## src/rtl/commit_trace_buf_pkg.sv

```systemverilog
`default_nettype none
// +--------------------------------------------------------------------------+
// | Package  : commit_trace_buf_pkg                                          |
// | Purpose  : Shared state encoding and entry-width helper for the commit   |
// |            trace buffer.                                                 |
// | Ports    : none (package)                                                |
// | Revision : 1.0  initial release                                          |
// +--------------------------------------------------------------------------+
package commit_trace_buf_pkg;

  // Encodings are visible on the state output, so they are fixed explicitly.
  typedef enum logic [1:0] {
    ST_IDLE   = 2'b00,
    ST_ARMED  = 2'b01,
    ST_POST   = 2'b10,
    ST_FROZEN = 2'b11
  } trace_state_e;

  // One trace record is {pc, dest, value}.
  function automatic int entry_width(input int pc_w, input int dest_w, input int val_w);
    return pc_w + dest_w + val_w;
  endfunction

endpackage

`default_nettype wire

```

## src/rtl/commit_trace_buf_trace_ram.sv

```systemverilog
`default_nettype none
// +--------------------------------------------------------------------------+
// | Module   : trace_ram                                                     |
// | Purpose  : Simple dual-port DEPTH x WIDTH storage, one write port and    |
// |            one registered read port. Array contents are not reset; only  |
// |            the read register is.                                         |
// | Ports    : clk, rst           clock, async active-high reset             |
// |            we, waddr, wdata   write port                                 |
// |            re, raddr          read enable / address                      |
// |            rdata              registered read data                       |
// | Revision : 1.0  initial release                                          |
// +--------------------------------------------------------------------------+
module trace_ram #(
  parameter int DEPTH = 16,
  parameter int WIDTH = 69
) (
  input  logic                     clk,
  input  logic                     rst,
  input  logic                     we,
  input  logic [$clog2(DEPTH)-1:0] waddr,
  input  logic [WIDTH-1:0]         wdata,
  input  logic                     re,
  input  logic [$clog2(DEPTH)-1:0] raddr,
  output logic [WIDTH-1:0]         rdata
);

  logic [WIDTH-1:0] mem [DEPTH];

  always_ff @(posedge clk) begin
    if (we) begin
      mem[waddr] <= wdata;
    end
  end

  // Read is read-before-write when addresses collide.
  always_ff @(posedge clk or posedge rst) begin
    if (rst) begin
      rdata <= '0;
    end else if (re) begin
      rdata <= mem[raddr];
    end
  end

endmodule

`default_nettype wire

```

## src/rtl/commit_trace_buf.sv

```systemverilog
`default_nettype none
// +--------------------------------------------------------------------------+
// | Module   : commit_trace_buf                                              |
// | Purpose  : On-chip ROB commit trace. Records every commit into a         |
// |            circular buffer, stops POST_TRIG commits after a PC-match,    |
// |            external or watchdog trigger, then holds the window for       |
// |            readout. Observation only; never back-pressures the CPU.      |
// | Ports    : clk_in, rst_in     clock, async active-high reset             |
// |            rdy_in             global ready, low freezes all state        |
// |            commit_*           ROB commit port (valid, pc, dest, value)   |
// |            arm, ext_trig      capture control pulses                     |
// |            trig_pc_en/trig_pc PC-match trigger                           |
// |            rd_addr/rd_data    oldest-relative readout, 1-cycle latency   |
// |            state, count       capture state and valid entry count        |
// |            trig_index         trigger record position (valid in FROZEN)  |
// |            wd_fired           sticky watchdog-trigger flag               |
// | Revision : 1.0  initial release                                          |
// +--------------------------------------------------------------------------+
module commit_trace_buf
  import commit_trace_buf_pkg::*;
#(
  parameter int DEPTH     = 16,
  parameter int PC_W      = 32,
  parameter int VAL_W     = 32,
  parameter int DEST_W    = 5,
  parameter int POST_TRIG = 8,
  parameter int TIMEOUT   = 1024
) (
  input  logic                            clk_in,
  input  logic                            rst_in,
  input  logic                            rdy_in,
  input  logic                            commit_valid,
  input  logic [PC_W-1:0]                 commit_pc,
  input  logic [DEST_W-1:0]               commit_dest,
  input  logic [VAL_W-1:0]                commit_value,
  input  logic                            arm,
  input  logic                            ext_trig,
  input  logic                            trig_pc_en,
  input  logic [PC_W-1:0]                 trig_pc,
  input  logic [$clog2(DEPTH)-1:0]        rd_addr,
  output logic [PC_W+DEST_W+VAL_W-1:0]    rd_data,
  output logic [1:0]                      state,
  output logic [$clog2(DEPTH):0]          count,
  output logic [$clog2(DEPTH)-1:0]        trig_index,
  output logic                            wd_fired
);

  localparam int AW      = $clog2(DEPTH);
  localparam int ENTRY_W = entry_width(PC_W, DEST_W, VAL_W);
  localparam int WD_W    = (TIMEOUT < 2) ? 1 : $clog2(TIMEOUT + 1);
  localparam int PCNT_W  = (POST_TRIG < 2) ? 1 : $clog2(POST_TRIG + 1);

  localparam logic [AW:0]       FULL      = (AW+1)'(DEPTH);
  localparam logic [WD_W-1:0]   WD_LAST   = WD_W'(TIMEOUT - 1);
  localparam logic [PCNT_W-1:0] POST_LAST = PCNT_W'(POST_TRIG - 1);

  generate
    if (DEPTH < 2 || (DEPTH & (DEPTH - 1)) != 0) begin : g_chk_depth
      $error("commit_trace_buf: DEPTH must be a power of 2 and >= 2");
    end
    if (POST_TRIG >= DEPTH) begin : g_chk_post
      $error("commit_trace_buf: POST_TRIG must be < DEPTH");
    end
  endgenerate

  trace_state_e        st;
  logic [AW-1:0]       wr_ptr;
  logic [AW-1:0]       trig_ptr;
  logic [PCNT_W-1:0]   post_cnt;
  logic [WD_W-1:0]     wd_cnt;

  logic                capturing;
  logic                do_write;
  logic                wd_hit;
  logic                pc_hit;
  logic                trig_armed;
  logic [AW:0]         count_inc;
  logic [AW-1:0]       wr_ptr_inc;
  logic [AW-1:0]       cur_trig_ptr;
  logic [AW-1:0]       oldest;
  logic [AW-1:0]       oldest_after;
  logic [AW-1:0]       frz_oldest;
  logic [AW-1:0]       rd_phys;

  assign state = st;

  always_comb begin
    capturing  = (st == ST_ARMED) || (st == ST_POST);
    // arm clears the buffer, so a commit coinciding with it is not kept.
    do_write   = rdy_in && capturing && commit_valid && !arm;
    wd_hit     = (TIMEOUT != 0) && capturing && !commit_valid && (wd_cnt == WD_LAST);
    pc_hit     = trig_pc_en && commit_valid && (commit_pc == trig_pc);
    trig_armed = (st == ST_ARMED) && (ext_trig || pc_hit || wd_hit);

    count_inc  = (count == FULL) ? count : count + (AW+1)'(1);
    wr_ptr_inc = wr_ptr + AW'(1);

    // Trigger record: the commit in flight, else the last one recorded.
    // With an empty buffer there is no record; pin it to slot 0.
    if (commit_valid) begin
      cur_trig_ptr = wr_ptr;
    end else if (count == '0) begin
      cur_trig_ptr = '0;
    end else begin
      cur_trig_ptr = wr_ptr - AW'(1);
    end

    oldest       = (count == FULL) ? wr_ptr : '0;
    // Window origin as it will be after this cycle's write, used when the
    // freeze coincides with a write.
    oldest_after = (count_inc == FULL) ? wr_ptr_inc : '0;
    frz_oldest   = do_write ? oldest_after : oldest;

    rd_phys      = oldest + rd_addr;
  end

  always_ff @(posedge clk_in or posedge rst_in) begin
    if (rst_in) begin
      st         <= ST_IDLE;
      wr_ptr     <= '0;
      trig_ptr   <= '0;
      post_cnt   <= '0;
      wd_cnt     <= '0;
      count      <= '0;
      trig_index <= '0;
      wd_fired   <= 1'b0;
    end else if (rdy_in) begin
      if (do_write) begin
        wr_ptr <= wr_ptr_inc;
        count  <= count_inc;
      end
      if (capturing) begin
        wd_cnt <= commit_valid ? '0 : wd_cnt + WD_W'(1);
      end

      case (st)
        ST_ARMED: begin
          if (arm) begin
            st       <= ST_ARMED;
            count    <= '0;
            wr_ptr   <= '0;
            wd_cnt   <= '0;
            wd_fired <= 1'b0;
            post_cnt <= '0;
          end else if (trig_armed) begin
            trig_ptr <= cur_trig_ptr;
            post_cnt <= '0;
            wd_cnt   <= '0;
            if (wd_hit) begin
              wd_fired <= 1'b1;
            end
            if (POST_TRIG == 0) begin
              st         <= ST_FROZEN;
              trig_index <= cur_trig_ptr - frz_oldest;
            end else begin
              st <= ST_POST;
            end
          end
        end

        ST_POST: begin
          if (arm) begin
            st       <= ST_ARMED;
            count    <= '0;
            wr_ptr   <= '0;
            wd_cnt   <= '0;
            wd_fired <= 1'b0;
            post_cnt <= '0;
          end else if (wd_hit) begin
            // CPU stopped committing mid-window: freeze what we have.
            st         <= ST_FROZEN;
            wd_fired   <= 1'b1;
            wd_cnt     <= '0;
            trig_index <= trig_ptr - oldest;
          end else if (do_write) begin
            post_cnt <= post_cnt + PCNT_W'(1);
            if (post_cnt == POST_LAST) begin
              st         <= ST_FROZEN;
              trig_index <= trig_ptr - frz_oldest;
            end
          end
        end

        default: begin
          // IDLE and FROZEN: only arm has an effect.
          if (arm) begin
            st       <= ST_ARMED;
            count    <= '0;
            wr_ptr   <= '0;
            wd_cnt   <= '0;
            wd_fired <= 1'b0;
            post_cnt <= '0;
          end
        end
      endcase
    end
  end

  trace_ram #(
    .DEPTH (DEPTH),
    .WIDTH (ENTRY_W)
  ) u_ram (
    .clk   (clk_in),
    .rst   (rst_in),
    .we    (do_write),
    .waddr (wr_ptr),
    .wdata ({commit_pc, commit_dest, commit_value}),
    .re    (rdy_in),
    .raddr (rd_phys),
    .rdata (rd_data)
  );

endmodule

`default_nettype wire

```

## config.mk

```make
export PLATFORM = sky130hd
export DESIGN_NAME = commit_trace_buf
export DESIGN_NICKNAME = d
export VERILOG_FILES = /design/src/rtl/commit_trace_buf_pkg.sv /design/src/rtl/commit_trace_buf_trace_ram.sv /design/src/rtl/commit_trace_buf.sv
export SDC_FILE = /design/constraint.sdc
export NUM_CORES = 1
export LEC_CHECK = 0
export ABC_AREA = 1
export BUFFER_PORTS_ARGS = -buffer_cell sky130_fd_sc_hd__buf_2
export CORE_MARGIN = 2
export CORE_UTILIZATION = 35
export CTS_CLUSTER_DIAMETER = 60
export CTS_CLUSTER_SIZE = 10
export DETAILED_ROUTE_END_ITERATION = 16
export PLACE_DENSITY_LB_ADDON = 0.1
export SLEW_MARGIN = 20
export SYNTH_ARGS = -nofsm -noshare
export SYNTH_HDL_FRONTEND = slang
export SYNTH_SLANG_ARGS = --single-unit
```

## constraint.sdc

```tcl
create_clock -name clk_in -period 5.1 [get_ports clk_in]
set_input_delay 0.51 -clock clk_in [delete_from_list [all_inputs] [get_ports clk_in]]
set_output_delay 0.51 -clock clk_in [all_outputs]
set_load 0.005 [all_outputs]
```

==> reports/metrics.csv, run 1 <==
stage,metric,value,unit
synth,biggest area consumer among synthesized cells,edfxtp_1,
detailed_routing,DR WL/cell,25.9,um
timing,Worst-Margin Slew,1060,ps
grt,M3 GR Usage,3.01,%
synth,Mapped Cells,3254,
timing,Slew Limit Fails,0,
detailed_routing,Avg Vias per Cell,5.45,
setup_path,Top delay family on crit path,adder cells,
synth,Unique masters post-synth,41,
worst_hold_path,min-delay src,commit_value[18],
setup_path,crit path max fanout,126,
clocking,CTS buffer count,143,
synth,most common cell in the synthesized netlist,edfxtp_1,
layout,area added between synthesis and finish,16.2,%
setup_path,worst r2r src,count[0]$_DFFE_PP0P_,
detailed_routing,via count,28969,
die,die area,0.140,mm2
setup_path,max incr delay on CP,1000,ps
synth,Synth Area in Adders,0.527,%
synth,Post-Syn Nets,3385,
die,chip height,374,um
setup_path,WP buf/inv,3,
setup_path,crit-path most repeated cell,inv_1,
timing,fin crit period,3850,ps
placement,PortBufs,192,
setup_path,Setup CP Type,reg2reg,
die,Die Wd,374,um
synth,post-synthesis simple-gate area fraction,6.43,%
synth,Yosys top cell area share,69.1,%
synth,post-synthesis mux area share,5.76,%
detailed_routing,ANT nets after route,0,
synth,register area share after synthesis,74.5,%
pwr,peak supply drop,0.302,mV
grt,met2 Use GR,32.0,%
pwr,power per cell area,401,mW/mm2
timing,Worst Skew,22.0,ps
timing,Setup-failing EPs final,0,
placement,GPL Wtd Cong,0.766,
die,CORE AREA,0.136,mm2
synth,Synth Warn #,0,
timing,Max-slew headroom,29.5,%
clocking,cts repair resizes,0,
setup_path,CP arrival,4520,ps
detailed_routing,residual DRC count,0,
setup_path,RR Endpoint,u_ram.rdata[47]$_DFFE_PP0P_,
clocking,CTS Buffer Depth,3,
pwr,Power Total,22.4,mW
detailed_routing,DRT Pass-1 Iters,6,
grt,grt peak-use layer,met2,
grt,M1 GR Usage,26.5,%
setup_path,CP startpoint,count[0]$_DFFE_PP0P_,
clocking,CTS tree,done,
status,outcome,"finished, final reports clean",
grt,GRT overflow,0,
layout,Layout fillers,12372,
timing,Tcrit/Tclk final,75.5,%
grt,gr usage total,19.4,%
placement,post-place setup slack,1280,ps
clocking,htree depth,4,
setup_path,reg2reg path depth,14,
pwr,leakage,19.0,nW
layout,n_diodes,0,
detailed_routing,final wirelength,138000,um
synth,Post-synth ARST share,8.61,%
timing,Final Hold Viols,0,
die,initial core utilization,35.3,%
layout,layout cell share with drive strength beyond 1,13.7,%
setup_path,Worst path slowest cell,fa_4,
die,Boundary Pins,193,
setup_path,critical path endpoint,u_ram.rdata[47]$_DFFE_PP0P_,
placement,hpwl dp,67900,um
grt,initial antenna violation count,10,
clocking,root buf cell,clkbuf_16,
detailed_routing,DRT iter0 DRCs,2543,
clocking,TritonCTS Sinks,1208,
grt,first-pass GRT wire length,201000,um
die,site row count,135,
setup_path,R2R Setup Slk,1250,ps
flow_run,number of max-cap violations,0,
timing,achievable clock frequency,260,MHz
synth,number of synthesized flops with an enable pin,1104,
worst_hold_path,worst min path class,in2reg,
synth,ys flop type,edfxtp_1,
timing,RSZ-0062 raised after global routing,no,
setup_path,Critical Path End Type,flop,
clocking,"CTS clk-pin slew, worst paths",60,ps
timing,setup ws final,1250,ps
synth,synth top area cells,"edfxtp_1, mux2i_1, dfrtp_1",
setup_path,CP required,5760,ps
setup_path,CP Depth,14,
synth,"Avg Cell Area, Syn",14.8,um2
synth,Seq cells post-synth,1208,
layout,Final nets,3575,
synth,Post-synth top cells,"edfxtp_1, nor2_1, o21ai_0",
synth,largest family of logic cells by synthesized area,compound AO/OA/AOI/OAI gates,
synth,Mapped Area,0.0480,mm2
synth,Synth Area in Compound Gates,9.66,%
timing,setup tns final,0,ps
setup_path,kind of start point of the critical path,flop,
grt,number of global-route vias before repair,29175,
clocking,worst-skew pair later-pin latency,750,ps
synth,Synth Area in XOR/XNOR,0.474,%
grt,largest net degree at the start of global routing,147,
setup_path,sequence of cells on the critical path,inv_1 -> ha_1 -> nand2_2 -> nor2_4 -> nand2_4 -> nor2_1 -> ha_4 -> inv_1 -> fa_4 -> buf_12 -> o21ai_0 -> o221ai_1 -> nand3_1 -> a31oi_1,
-- routing by layer --
| metal | vias up | routed length [um] |
|---|---|---|
| met1 | 15021 | 62300 |
| met5 | - | 58 |
| met2 | 768 | 66600 |
| met3 | 221 | 5890 |
| met4 | 8 | 2920 |
| li1 | 12951 | - |
-- kinds of logic (layout without fill, tap and decap cells) --
| family | after synthesis | count (layout) |
|---|---|---|
| buffers and inverters | 314 | 596 |
| muxes | 276 | 276 |
| xor gates and xnor gates | 26 | 26 |
| and+or+nand+nor | 729 | 729 |
| DFF | 1208 | 1208 |
| AOI/OAI and AO/OA | 682 | 682 |
| adders and majority gates | 19 | 19 |
-- metrics by stage --
stage | hold slack [ps] | area [um2] | cells | util (%)
after floorplan | 455 | 48000 | 3254 | -
after global placement | 475 | 51400 | 5079 | 37.9
after detailed placement | 474 | 51400 | 5079 | 37.9
after CTS | 71.2 | 55800 | 5317 | 41.1
after global routing | 101 | 55800 | 5317 | 41.1
final | 143 | 55800 | 5317 | 41.1
-- sequential cells by signal, indices dropped and copies added, names as in the netlist --
| signal | flops |
|---|---|
| count | 5 |
| wd_cnt | 11 |
| u_ram.mem | 1104 |
| wr_ptr | 4 |
| wd_fired | 1 |
| state | 2 |
| trig_ptr | 4 |
| post_cnt | 4 |
| u_ram.rdata | 69 |
| trig_index | 4 |
-- worst min path at each step --
stage                                             end  slack [ps]  depth (start not counted)
after CTS                 u_ram.mem[14][25]$_DFFE_PP_          70                          1
final                     u_ram.mem[15][18]$_DFFE_PP_         140                          1
after global placement      trig_index[3]$_DFFE_PP0P_         470                          2
after floorplan               trig_ptr[2]$_DFFE_PP0P_         460                          2
after global routing      u_ram.mem[14][25]$_DFFE_PP_         100                          1
after detailed placement    trig_index[3]$_DFFE_PP0P_         470                          2
-- cell type report --
cell class                 count  area (um2)  share of cell area, %
multi-input combinational   1732       11100                   19.9
clock inverter                12         245                  0.440
timing repair buffer         262        1930                   3.46
sequential                  1208       35800                   64.1
tap                         1781        2230                   3.99
inverter                      97         387                  0.693
clock buffer                 225        4120                   7.38
-- cells in the final DEF, fill, tap and decap left out, drive strengths merged, types with 8 or more instances in the layout --
master / n
a31oi: 70
buf: 261
clkbuf: 225
dfrtp: 104
edfxtp: 1104
ha: 17
inv: 98
mux2i: 276
nand2: 137
nand3: 178
nor2: 397
o21ai: 313
o221ai: 276
o22ai: 9
xnor2: 8
xor2: 18
-- where the power goes --
part / switching [mW] / internal, mW
sequential: 0.121 / 11.0
combinational: 1.11 / 0.498
clock: 3.84 / 5.80
-- what timing repair did --
action                                 4_1_cts  5_1_grt
endpoints found under the hold margin       51        0
hold buffers                                 1        0
setup buffers                                0        0
No activity file was read; power rests on OpenSTA's default activity.
==> run 2, diff against run 1 <==
Clock period 5.1 ns to 3.43 ns, I/O delays scaled along.
==> run 2 against run 1 <==
  * Clock power increased by 46%
  * Worst hold slack improved by 31 ps
  * Clock-buffer cell count increased by 4
  * Clock skew increased by 14 ps
  * Core utilization increased by 1.9 points
  * Non-clock buffer count increased by 198
  * Via count increased by 3.4%
  * Highest routed layer is now met4
==> reports/metrics.csv, run 2 (synthesis gave the netlist of run 1 again) <==
stage,metric,value,unit
clocking,CTS buffer count,145,
layout,"most common cell after layout, fill and taps aside",edfxtp_1,
flow_run,number of max-cap violations,0,
grt,M3 GR Usage,3.24,%
pwr,leakage,20.2,nW
detailed_routing,DR WL/cell,26.1,um
timing,RSZ-0062 raised after global routing,yes,
pwr,power per cell area,571,mW/mm2
pwr,peak supply drop,0.429,mV
clocking,worst-skew pair later-pin latency,790,ps
timing,Worst-Margin Slew,863,ps
die,site row count,135,
clocking,"CTS clk-pin slew, worst paths",60,ps
layout,"leading cell types in the layout, fill and taps excluded","edfxtp_1, nor2_1, o21ai_0",
timing,Slew Limit Fails,0,
detailed_routing,Avg Vias per Cell,5.42,
clocking,htree depth,4,
timing,Setup-failing EPs final,0,
setup_path,kind of start point of the critical path,flop,
setup_path,Critical Path End Type,flop,
grt,grt peak-use layer,met2,
detailed_routing,residual DRC count,0,
die,chip height,374,um
grt,gr usage total,19.9,%
detailed_routing,ANT nets after route,0,
detailed_routing,via count,29956,
die,initial core utilization,35.3,%
status,outcome,"finished, final reports clean",
timing,achievable clock frequency,303,MHz
placement,DP Cell Count,5182,
worst_hold_path,worst min path class,in2reg,
die,Boundary Pins,193,
setup_path,CP required,4130,ps
die,Die Wd,374,um
grt,M1 GR Usage,26.9,%
clocking,root buf cell,clkbuf_16,
clocking,CTS Buffer Depth,3,
grt,largest net degree at the start of global routing,128,
grt,first-pass GRT wire length,206000,um
clocking,CTS tree,done,
timing,Worst Skew,35.9,ps
grt,GRT overflow,0,
layout,post-route insts no fill,5532,
die,CORE AREA,0.136,mm2
layout,Final nets,3775,
detailed_routing,final wirelength,144000,um
layout,Layout fillers,12334,
placement,PortBufs,192,
setup_path,CP arrival,4000,ps
setup_path,crit path max fanout,30,
grt,met2 Use GR,33.3,%
placement,hpwl dp,78500,um
placement,GPL Wtd Cong,0.776,
setup_path,Setup CP Type,reg2reg,
timing,Final Hold Viols,0,
layout,Regs by FF count,"u_ram.mem x1104, u_ram.rdata x69, wd_cnt x11",
grt,initial antenna violation count,1,
timing,Fin Hold WS,174,ps
die,die area,0.140,mm2
clocking,TritonCTS Sinks,1208,
detailed_routing,DRT iter0 DRCs,2746,
timing,fin crit period,3300,ps
timing,setup tns final,0,ps
layout,Reg with most FFs,u_ram.mem,
layout,max reg flops,1104,
grt,number of global-route vias before repair,29906,
layout,area added between synthesis and finish,21.6,%
timing,Max-slew headroom,42.5,%
timing,Tcrit/Tclk final,96.3,%
layout,layout cell share with drive strength beyond 1,16.6,%
detailed_routing,DRT Pass-1 Iters,6,
==> run 2: changes by cell type in the layout (fill, tap and decap cells not counted), moves of 4 or more <==
cell,change
dlygate4sd3_1,+72
buf_4,+58
buf_12,+51
clkbuf_1,+11
inv_6,+7
buf_16,+6
bufinv_16,-6
clkinv_8,+6
clkbuf_16,+4
clkinv_2,+4
==> run 2: what timing repair did <==
item,4_1_cts,5_1_grt
hold endpoints to repair,1156,0
pin swaps,0,7
endpoints found under the setup margin,16,58
hold buffers,73,0
buffers inserted,0,12
gates resized for setup,1,19
gates cloned,0,11
==> run 2: routing by layer <==
metal | up-vias | part of all wire [%]
li1 | 13371 | -
met1 | 15551 | 45
met2 | 853 | 49
met3 | 181 | 4.4
met4 | 0 | 1.9
met5 | - | 0
==> run 2: worst paths after layout <==
| path | from | slack, ps | depth (start not counted) | endpoint |
|---|---|---|---|---|
| max in group asynchronous | rst_in | 2170 | 4 | state[0]$_DFFE_PP0P_ |
| min in group asynchronous | rst_in | 180 | 3 | trig_ptr[1]$_DFFE_PP0P_ |
| worst max-delay path | count[0]$_DFFE_PP0P_ | 130 | 16 | u_ram.rdata[16]$_DFFE_PP0P_ |
| worst min-delay path | ext_trig | 170 | 8 | wd_fired$_DFFE_PP0P_ |
| worst min register to register | trig_index[3]$_DFFE_PP0P_ | 480 | 2 | trig_index[3]$_DFFE_PP0P_ |
| worst max register to register | count[0]$_DFFE_PP0P_ | 130 | 16 | u_ram.rdata[16]$_DFFE_PP0P_ |
==> run 2: power by group <==
| part | switching (mW) | internal [mW] | leakage (nW) |
|---|---|---|---|
| combinational | 1.75 | 0.975 | 6.98 |
| clock | 6.04 | 8.03 | 2.05 |
| sequential | 0.170 | 16.4 | 11.2 |
==> run 2: worst max-delay path, cell delays in order (launching register included) <==
cell       delay [ps]
dfrtp_1           380
inv_2              90
ha_4              130
nand2_2            60
nor2_4            120
nand2_4            70
nor2_4            130
ha_4              140
inv_1              50
fa_4              920
buf_12            150
clkbuf_16         170
buf_16            180
o21ai_0           110
o221ai_1          210
nand3_1           110
a31oi_1           200
==> run 2: cell type report <==
cell class,count,area (um2),share of cell area [%]
sequential,1208,35800,61.2
timing repair buffer,460,4550,7.80
clock buffer,229,3990,6.83
antenna,1,2.50,0.00429
clock inverter,24,312,0.534
tap,1781,2230,3.82
inverter,97,384,0.658
multi-input combinational,1732,11200,19.1
==> run 2: per-stage QoR <==
step / power, mW / setup WS (ps) / util [%] / instance area [um2]
6_report: 33.3 / 127 / 43.0 / 58400
2_1_floorplan: 18.1 / -518 / - / 48000
4_1_cts: 33.6 / 27.4 / 42.6 / 57900
5_1_grt: 34.5 / -14.9 / 43.0 / 58400
3_3_place_gp: 19.3 / -17.5 / 38.9 / 52900
3_5_place_dp: 19.4 / -51.0 / 38.9 / 52900
